## src/rtl/i2c_master_write.sv

```systemverilog
// Single-transaction I2C master write: START, address+W, ACK, one data byte, ACK, STOP.
// SCL is built from a quarter-period tick; every bus and status output is registered.
module i2c_master_write #(
    parameter int QTR_DIV = 25
) (
    input  logic       clk_in,
    input  logic       rst_n,
    input  logic       start,
    input  logic [6:0] addr,
    input  logic [7:0] data,
    input  logic       sda_in,
    output logic       busy,
    output logic       done,
    output logic       ack_err,
    output logic       scl_out,
    output logic       sda_out,
    output logic [2:0] state_dbg
);

    // Handshake: start is a request taken only while idle (busy=0, done=0); busy then
    // covers the whole frame, done pulses once with ack_err valid, ack_err holds until the next start.
    localparam int CW = $clog2(QTR_DIV);

    typedef enum logic [2:0] {
        S_IDLE, S_START, S_ADDR, S_ACK1, S_DATA, S_ACK2, S_STOP, S_DONE
    } state_t;

    state_t        state, state_n;
    logic [1:0]    phase, phase_n;
    logic [2:0]    bit_cnt, bit_n;
    logic [CW-1:0] cnt, cnt_n;
    logic [7:0]    shreg, shreg_n;
    logic [7:0]    data_q, data_n;
    logic          ack_err_n, busy_n, done_n, scl_n, sda_n;
    logic          tick;

    assign state_dbg = state;

    always_comb begin
        state_n   = state;
        phase_n   = phase;
        bit_n     = bit_cnt;
        cnt_n     = cnt;
        shreg_n   = shreg;
        data_n    = data_q;
        ack_err_n = ack_err;
        tick      = (cnt == CW'(QTR_DIV - 1));

        case (state)
            S_IDLE: begin
                cnt_n   = '0;
                phase_n = 2'd0;
                bit_n   = 3'd0;
                if (start) begin
                    state_n   = S_START;
                    shreg_n   = {addr, 1'b0};
                    data_n    = data;
                    ack_err_n = 1'b0;
                end
            end
            S_DONE: begin
                state_n = S_IDLE;
            end
            default: begin
                if (tick) begin
                    cnt_n   = '0;
                    phase_n = phase + 2'd1;
                    // The slave's answer is taken while SCL is high, at the end of phase 2.
                    if (phase == 2'd2 && (state == S_ACK1 || state == S_ACK2) && sda_in)
                        ack_err_n = 1'b1;
                    if (phase == 2'd3) begin
                        case (state)
                            S_START: state_n = S_ADDR;
                            S_ADDR, S_DATA: begin
                                if (bit_cnt == 3'd7) begin
                                    bit_n   = 3'd0;
                                    state_n = (state == S_ADDR) ? S_ACK1 : S_ACK2;
                                end else begin
                                    bit_n   = bit_cnt + 3'd1;
                                    shreg_n = {shreg[6:0], 1'b0};
                                end
                            end
                            S_ACK1: begin
                                if (ack_err) begin
                                    state_n = S_STOP;
                                end else begin
                                    state_n = S_DATA;
                                    shreg_n = data_q;
                                end
                            end
                            S_ACK2:  state_n = S_STOP;
                            S_STOP:  state_n = S_DONE;
                            default: state_n = state;
                        endcase
                    end
                end else begin
                    cnt_n = cnt + CW'(1);
                end
            end
        endcase

        // Line levels are decoded from the next state so they change on the same edge.
        scl_n = 1'b1;
        sda_n = 1'b1;
        case (state_n)
            S_START: sda_n = ~phase_n[1];
            S_ADDR, S_DATA: begin
                scl_n = phase_n[1];
                sda_n = shreg_n[7];
            end
            S_ACK1, S_ACK2: scl_n = phase_n[1];
            S_STOP: begin
                scl_n = phase_n[1];
                sda_n = (phase_n == 2'd3);
            end
            default: ;
        endcase
        busy_n = !(state_n == S_IDLE || state_n == S_DONE);
        done_n = (state_n == S_DONE);
    end

    always_ff @(posedge clk_in) begin
        if (!rst_n) begin
            state   <= S_IDLE;
            phase   <= 2'd0;
            bit_cnt <= 3'd0;
            cnt     <= '0;
            shreg   <= 8'd0;
            data_q  <= 8'd0;
            ack_err <= 1'b0;
            busy    <= 1'b0;
            done    <= 1'b0;
            scl_out <= 1'b1;
            sda_out <= 1'b1;
        end else begin
            state   <= state_n;
            phase   <= phase_n;
            bit_cnt <= bit_n;
            cnt     <= cnt_n;
            shreg   <= shreg_n;
            data_q  <= data_n;
            ack_err <= ack_err_n;
            busy    <= busy_n;
            done    <= done_n;
            scl_out <= scl_n;
            sda_out <= sda_n;
        end
    end

endmodule

```

## config.mk

```make
export PLATFORM = sky130hd
export DESIGN_NAME = i2c_master_write
export DESIGN_NICKNAME = d
export VERILOG_FILES = /design/src/rtl/i2c_master_write.sv
export SDC_FILE = /design/constraint.sdc
export NUM_CORES = 1
export LEC_CHECK = 0
export CAP_MARGIN = 0
export CORE_MARGIN = 2
export CORE_UTILIZATION = 33
export CTS_CLUSTER_SIZE = 30
export DETAILED_ROUTE_END_ITERATION = 7
export GPL_TIMING_DRIVEN = 0
export PLACE_DENSITY_LB_ADDON = 0.05
export SLEW_MARGIN = 20
export SYNTH_ARGS = -nofsm -noshare
export SYNTH_HDL_FRONTEND = slang
export SYNTH_SLANG_ARGS = --single-unit
```

## constraint.sdc

```tcl
create_clock -name clk_in -period 2.5 [get_ports clk_in]
set_clock_uncertainty 0.2 [all_clocks]
set_input_delay 0.625 -clock clk_in [delete_from_list [all_inputs] [get_ports clk_in]]
set_output_delay 0.625 -clock clk_in [all_outputs]
set_load 0.02 [all_outputs]
```

Word-level counts from Yosys, hierarchy flattened

Index checks and enable logic that the tools add are counted.
W data, S select, Z words.

Word-level logic and storage cells: 88
Input bits: 19
Bits in registers: 34

Bitwise operators: 2
Add/sub/neg operators: 3
Mux-type cells: 29
Reductions and logical operators: 20
Eq/ne operators: 22

Operators with widths:

| operator              | count |
|---|---|
| $mux W8               | 5 |
| $pmux W8 S2           | 2 |
| $eq A3 B3 Y1 const B  | 9 |
| $mux W3               | 9 |
| $pmux W3 S5           | 1 |
| $eq A3 B2 Y1 const B  | 4 |
| $pmux W3 S2           | 2 |
| $pmux W5 S2           | 1 |
| $reduce_and A4 Y1     | 2 |
| $reduce_bool A2 Y1    | 4 |
| $reduce_and A7 Y1     | 1 |
| $eq A2 B2 Y1 const B  | 3 |
| $eq A3 B1 Y1 const B  | 2 |
| $logic_not A3 Y1      | 2 |
| $add A5 B1 Y5 const B | 1 |
| $eq A5 B5 Y1 const B  | 1 |
| $mux W5               | 1 |
| $reduce_or A5 Y1      | 1 |
| $mux W2               | 2 |
| $pmux W2 S2           | 1 |
| $reduce_and A2 Y1     | 2 |
| $reduce_or A2 Y1      | 2 |
| $add A3 B1 Y3 const B | 1 |
| $mux W1               | 3 |
| 11 further kinds      | 14 |

Logic depth before layout (Yosys ltp)

Gate-level depths: netlist of the first run.

Depth after elaboration: 10
Depth in mapped cells: 9
Depth with buffers taken out: 8

Worst setup path before layout of the first run

OpenSTA, ideal clock, no wires.

Path type: register to register
Start: register bit_cnt[0]
End: register sda_out
Path slack: 336 ps
Stages on the path, launching flop included: 9
Arrival: 1836 ps
Cell sequence: dfxtp_1 > ha_1 > ha_1 > maj3_1 > a32oi_1 > o21ai_1 > a211o_1 > o21ai_0 > o211ai_2

Cells in the longest elaborated chain, start to end: 9
Elaborated cells on any way between the ends: 17
Classes of those cells: 5 x eq/ne; 11 x mux; 1 x reduce/logical

RTL lines:

| what                                                | RTL line | RTL |
|---|---|---|
| start: declaration                                  | 30       | `logic [2:0] bit_cnt, bit_n;` |
| start signal: assignment                            | 138      | `bit_cnt <= bit_n;` |
| $eq A3 B3 Y1 (*)                                    | 75       | `if (bit_cnt == 3'd7) begin` |
| $mux W3                                             | 75       |  |
| $pmux W3 S5                                         | 72       | `case (state)` |
| $mux W3                                             | 71       | `if (phase == 2'd3) begin` |
| $mux W3                                             | 65       | `if (tick) begin` |
| $pmux W3 S2                                         | 49       | `case (state)` |
| $eq A3 B2 Y1 / $eq A3 B3 Y1 (equally long branches) | 105      | `case (state_n)` |
| $reduce_or A2 Y1                                    | -        |  |
| $pmux W1 S3 (*)                                     | 105      |  |
| end signal: assignment                              | 146      | `sda_out <= sda_n;` |
| end: declaration                                    | 16       | `output logic sda_out,` |

Mark *: on every way between the ends. The rest lies on a longest branch, timed or not. The select of a mux whose other input is x is not followed.
A chain may end at the register's enable or synchronous reset.

Final worst setup path of the first run

Start: input port start
End: register sda_out

Cells in the longest elaborated chain, start to end: 5
Elaborated cells on any way between the ends: 10
Classes of those cells: 4 x eq/ne; 5 x mux; 1 x reduce/logical

RTL lines:

| what                                                | RTL line | RTL |
|---|---|---|
| start: declaration                                  | 8        | `input logic start,` |
| $mux W3                                             | 54       | `if (start) begin` |
| $pmux W3 S2                                         | 49       |  |
| $eq A3 B2 Y1 / $eq A3 B3 Y1 (equally long branches) | 105      |  |
| $reduce_or A2 Y1                                    | -        |  |
| $pmux W1 S3 (*)                                     | 105      |  |

Marks and branches as above.

==> metrics.md, run 1 <==
| Metric | Value |
|---|---|
| RR Startpoint | `bit_cnt[0]` |
| Die span in x | `78.8 microns` |
| Syn avg cell area | `8.10 sq um` |
| Initial antenna violation count | `0` |
| Setup Buffers After CTS | `0` |
| Drt pass-1 iters | `4` |
| Netlist Area Pre-Place | `1850 sq um` |
| Setup-failing EPs final | `0` |
| Row count | `27` |
| Seq/Total Area, Yosys | `0.369` |
| Post-synth EDFFs | `0` |
| Fraction of registers with async set/reset | `0` |
| FF-to-FF End | `sda_out` |
| I/O pin count | `27` |
| DR iter-0 viols | `243` |
| Max Clk Rate | `422 MHz` |
| Hold depth | `2` |
| Lkg Pwr | `0.000831 uW` |
| Synth warn | `0` |
| Total GRT Usage | `0.168` |
| Post-Synthesis Cells | `228` |
| CTS tree | `done` |
| #FFs+latches synth | `34` |
| DR WL/cell | `15.0 microns` |
| Fin crit period | `2.37 ns` |
| Worst slew pin tran | `0.786 ns` |
| Clock Latency Late Sink | `0.28 ns` |
| Post-CTS sizing | `0` |
| H-tree Lvls | `2` |
| Status | `completed` |
| Vias | `1792` |
| Setup tns final | `0 ns` |
| Num CTS Buffers | `5` |
| Largest net degree at the start of global routing | `12` |
| Die area | `6210 sq um` |
| Fin. Hold Viols | `0` |
| # placed instances | `326` |
| Post-Route WL | `5000 microns` |
| R2R cell count | `8` |
| Starting density of the core | `0.340` |
| Commonest non-fill, non-tap cells in the layout | `dfxtp_1, nor2_1, nand2_1, clkdlybuf4s50_1, a21oi_1` |
| Worst EP required | `2.46 ns` |
| Gpl congestion | `0.890` |
| ANT cells | `0` |
| Worst slack, placed | `-0.124 ns` |
| Cell variety after synth | `48` |
| Max cap viols | `0` |
| Slack of the critical path | `0.129 ns` |
| Sink Count | `34` |
| Vias per inst | `5.37` |
| HP Class | `register to register` |
| Flop2flop setup slack | `0.17 ns` |
| Number of hold buffers added after CTS | `0` |
| Pwr Density | `505 nW/um^2` |
| Drt drc | `0` |
| Non-Filler Instances | `334` |
| Final Max Tran Viols | `0` |
| Syn_nets | `254` |
| Max VDD drop | `259 uV` |
| Hold slack | `0.261 ns` |
| Critical path startpoint category | `primary input` |
| Vias in the first global route | `1621` |
| Fin crit share | `0.948` |
| Setup CP Type | `primary input to register` |
| Most common cell after layout, fill and taps aside | `dfxtp_1` |
| Die height | `78.8 microns` |
| RSZ-0062 raised after global routing | `no` |
| Max Fanout on Critical Path | `5` |
| Crit end category | `register` |
| Layout net count | `287` |
| Hold_sp | `data_q[4]` |
| Clk pin slew, worst setup/hold paths | `0.07 ns` |
| Post-synth top flop | `dfxtp_1` |
| First-pass GRT wire length | `8130 microns` |
| Routed Antenna Nets | `0` |
| IO buf count | `26` |
| Share of cells above drive strength 1 | `0.111` |
| HPWL after DPL | `3570 microns` |
| Max_slew headroom | `0.472` |
| Clk root buf | `clkbuf_8` |
| CTS max path bufs | `2` |
| Core area | `5440 sq um` |
| P&R area growth vs syn | `24.8%` |
| Hold EP | `data_q[4]` |
| Critical Path AT | `2.33 ns` |
| Grt ovf | `0` |
==> state kept, by name (all words and copies together), names as in the netlist <==
register	count
phase	2
data_q	8
busy	1
scl_out	1
state_dbg	3
done	1
bit_cnt	3
sda_out	1
ack_err	1
cnt	5
shreg	8
==> cell type report <==
type	count	area, sq um
clock buffer	6	82.6
buffer	14	63.8
fill	571	3130
inverter	8	30.0
clock inverter	2	12.5
multi-input combinational	172	1080
tap	72	90.1
sequential	34	681
timing repair buffer	26	260
==> worst max-delay path by stage <==
stage            startpoint        to
6_report              start   sda_out
5_1_grt        state_dbg[2]  shreg[1]
4_1_cts            phase[0]   sda_out
3_5_place_dp          start   sda_out
3_3_place_gp          start   sda_out
2_1_floorplan    bit_cnt[0]   sda_out
==> synthesized netlist by cell type, drive strengths merged (2+ instances only) <==
cell	count	area, sq um
dfxtp	34	681
nor2	32	123
nand2	31	116
a21oi	19	95.1
nor3	10	55.1
buf	9	45.0
o21ai	8	40.0
ha	7	87.6
inv	7	26.3
a222oi	6	60.1
a22o	6	52.6
clkbuf	5	18.8
nand3	5	25.0
o211ai	5	42.5
a31oi	4	25.0
maj3	4	41.3
o22ai	3	25.0
xor2	3	26.3
a32oi	2	17.5
and2	2	12.5
mux2	2	22.5
nand4	2	12.5
or3	2	12.5
xnor2	2	17.5
==> worst max-delay path: stages <==
cell	delay, ns
clkdlybuf4s50_1	0.60
mux2_2	0.36
o22ai_1	0.17
a31oi_1	0.06
nor2_1	0.21
o211a_1	0.21
o211ai_2	0.09
==> through the flow <==
step	power, uW	cell area [sq um]	utilization
floorplan	678	1850	-
global placement	749	2200	0.404
detailed placement	747	2200	0.404
CTS	1180	2290	0.421
global route	1230	2300	0.424
finish	1160	2300	0.424
==> cells by family after synthesis <==
logic type	Yosys count	share of synthesized area
simple gates	90	0.223
compound gates	63	0.247
flops	34	0.369
buf+inv	22	0.0508
fa+ha+maj	11	0.0698
xor+xnor	5	0.0237
mux	3	0.0176
==> metal layers <==
layer  routed length (microns)  up-vias  track usage
met5                         0        -            0
met1                      2310      833        0.226
li1                          -      899            -
met3                       277        7       0.0352
met4                        65        0       0.0569
met2                      2340       53        0.268
==> where the power goes <==
part | internal, uW | switching (uW)
registers | 565 | 17.6
logic | 69.4 | 83.6
clock network | 221 | 207
total | 856 | 309
Power figures use the tool's default switching activity.
==> inputs of run 2 (changes only) <==
- CORE_ASPECT_RATIO: default -> 1.4
==> metrics.md, run 2 (synthesized netlist as in run 1, its figures left out) <==
| Metric | Value |
|---|---|
| Vias in the first global route | `1734 (+7.0%)` |
| Largest registers | `data_q (8), shreg (8), cnt (5)` |
| Drt pass-1 iters | `4 (unchanged)` |
| Layout net count | `287 (unchanged)` |
| Fin. Hold Viols | `0 (unchanged)` |
| DR iter-0 viols | `105 (-57%)` |
| Global-route met3 utilization | `0.0365 (+0.00122)` |
| Crit end category | `register` |
| GRT Max-Usage Layer | `met2` |
| Die height | `92.5 microns (+17%)` |
| Drt drc | `0 (unchanged)` |
| Setup CP Type | `primary input to register` |
| CP Buf/Inv Count | `1 (unchanged)` |
| Worst path slowest cell | `clkdlybuf4s50_1` |
| HPWL after DPL | `3890 microns (+8.8%)` |
| Setup tns final | `0 ns (unchanged)` |
| Flop2flop setup slack | `0.12 ns (-0.05 ns)` |
| Final Max Tran Viols | `0 (unchanged)` |
| Critical Path AT | `2.41 ns (+0.08 ns)` |
| Vias per inst | `5.38 (+0.36%)` |
| Status | `completed` |
| HP Class | `register to register` |
| Max VDD drop | `310 uV (+20%)` |
| Hold depth | `2 (unchanged)` |
| Max Clk Rate | `411 MHz (-2.6%)` |
| Die area | `6220 sq um (+0.13%)` |
| Post-CTS sizing | `0 (unchanged)` |
| R2R cell count | `8 (unchanged)` |
| CP max stage delay | `0.62 ns (+0.02 ns)` |
| Sink Count | `34 (unchanged)` |
| Initial antenna violation count | `0 (unchanged)` |
| First-pass GRT wire length | `8620 microns (+6.0%)` |
| FF-to-FF End | `sda_out` |
| P&R area growth vs syn | `24.7% (about the same)` |
| Post-Route WL | `5240 microns (+5.0%)` |
| Fin crit share | `0.974 (+0.0256)` |
| Routed Antenna Nets | `0 (unchanged)` |
| Vias | `1777 (-0.84%)` |
| Clk pin slew, worst setup/hold paths | `0.08 ns (about the same)` |
| Num CTS Buffers | `5 (unchanged)` |
| CTS max path bufs | `2 (unchanged)` |
| Non-Filler Instances | `330 (-1.2%)` |
| CTS tree | `done` |
| Most common cell after layout, fill and taps aside | `dfxtp_1` |
| Hold_sp | `data_q[7]` |
| Max cap viols | `0 (unchanged)` |
| Gpl congestion | `0.848 (-4.8%)` |
| Lkg Pwr | `0.000836 uW (+0.57%)` |
| Final Core Density | `0.423 (-0.000717)` |
| Clk root buf | `clkbuf_8` |
| Setup-failing EPs final | `0 (unchanged)` |
| Setup Buffers After CTS | `0 (unchanged)` |
| Clock Latency Late Sink | `0.29 ns (about the same)` |
| Starting density of the core | `0.339 (-0.000390)` |
| Met1 global-route usage | `0.211 (-0.0156)` |
| Worst EP required | `2.48 ns (+0.02 ns)` |
| ANT cells | `0 (unchanged)` |
| Worst slew pin tran | `0.688 ns (-0.0980 ns)` |
| Number of hold buffers added after CTS | `0 (unchanged)` |
| Total Power | `1180 uW (+1.2%)` |
| H-tree Lvls | `2 (unchanged)` |
| Met2 Track Usage GR | `0.314 (+0.0460)` |
| Largest net degree at the start of global routing | `12 (unchanged)` |
| DR WL/cell | `15.9 microns (+6.3%)` |
| IO buf count | `26 (unchanged)` |
| Max Fanout on Critical Path | `5 (unchanged)` |
| Commonest non-fill, non-tap cells in the layout | `dfxtp_1, nor2_1, nand2_1, clkdlybuf4s50_1, a21oi_1` |
| Family with the most delay on the worst path | `buffers and inverters` |
| # placed instances | `322 (-1.2%)` |
| RR Startpoint | `bit_cnt[0]` |
| Share of cells above drive strength 1 | `0.107 (-0.00382)` |
| Critical path startpoint category | `primary input` |
| Die span in x | `67.2 microns (-15%)` |
| Row count | `32 (+19%)` |
| RSZ-0062 raised after global routing | `no` |
| Core area | `5450 sq um (+0.11%)` |
| Total GRT Usage | `0.185 (+0.0165)` |
| I/O pin count | `27 (unchanged)` |
| Critical-path cell list | `clkdlybuf4s50_1 > mux2_2 > o22ai_1 > a31oi_1 > nor2_1 > o211a_1 > o211ai_2` |
| Max_slew headroom | `0.538 (+0.0658)` |
| Grt ovf | `0 (unchanged)` |
| Fin crit period | `2.43 ns (+0.0639 ns)` |
| Hold EP | `data_q[7]` |
| Pwr Density | `511 nW/um^2 (+1.2%)` |
run 2: cell count changes in the layout (fill, tap and decap cells not counted):
| cell | previous run | this run |
|---|---|---|
| nor3_4 | 0 | 1 |
| nor3_2 | 2 | 1 |
| ha_1 | 6 | 7 |
| ha_2 | 1 | 0 |
run 2: report_power, final:
group          switching (uW)  internal, uW  total [uW]
Sequential               20.5           565         585
Combinational            83.5          70.2         154
Clock                     217           222         439
Total                     321           856        1180
run 2: worst min-delay path, cell delays in order, from the launching register on:
cell and delay (ns):
dfxtp_1 0.33, nand2_1 0.06, a21oi_1 0.05
run 2: stage by stage:
stage	cell area (sq um)	worst slack, ns	hold WS, ns
finish	2300	0.0655	0.279
global route	2300	0.00262	0.295
CTS	2290	0.0420	0.286
detailed placement	2190	-0.209	0.275
global placement	2190	-0.229	0.268
floorplan	1850	0.336	0.237
run 2: area by class of cell:
class	instances	area, sq um
Inverter	8	30.0
Clock buffer	6	82.6
Fill cell	601	3140
Timing Repair Buffer	26	260
Clock inverter	2	12.5
Multi-Input combinational cell	172	1090
Sequential cell	34	681
Buffer	14	63.8
Tap cell	68	85.1
run 2: how the worst max path moves through the flow:
stage	start	to	slack, ns	cells past startpoint
after CTS	phase[0]	sda_out	0.04	7
after global placement	start	sda_out	-0.23	7
final	start	sda_out	0.07	7
after global routing	cnt[1]	shreg[6]	0.003	9
after floorplan	bit_cnt[0]	sda_out	0.34	8
after detailed placement	start	sda_out	-0.21	7
run 2: metal layers:
metal / wire length, microns / vias up
met4: 197 / 0
met1: 2150 / 831
li1: - / 894
met2: 2730 / 40
met3: 159 / 12
met5: 0 / -
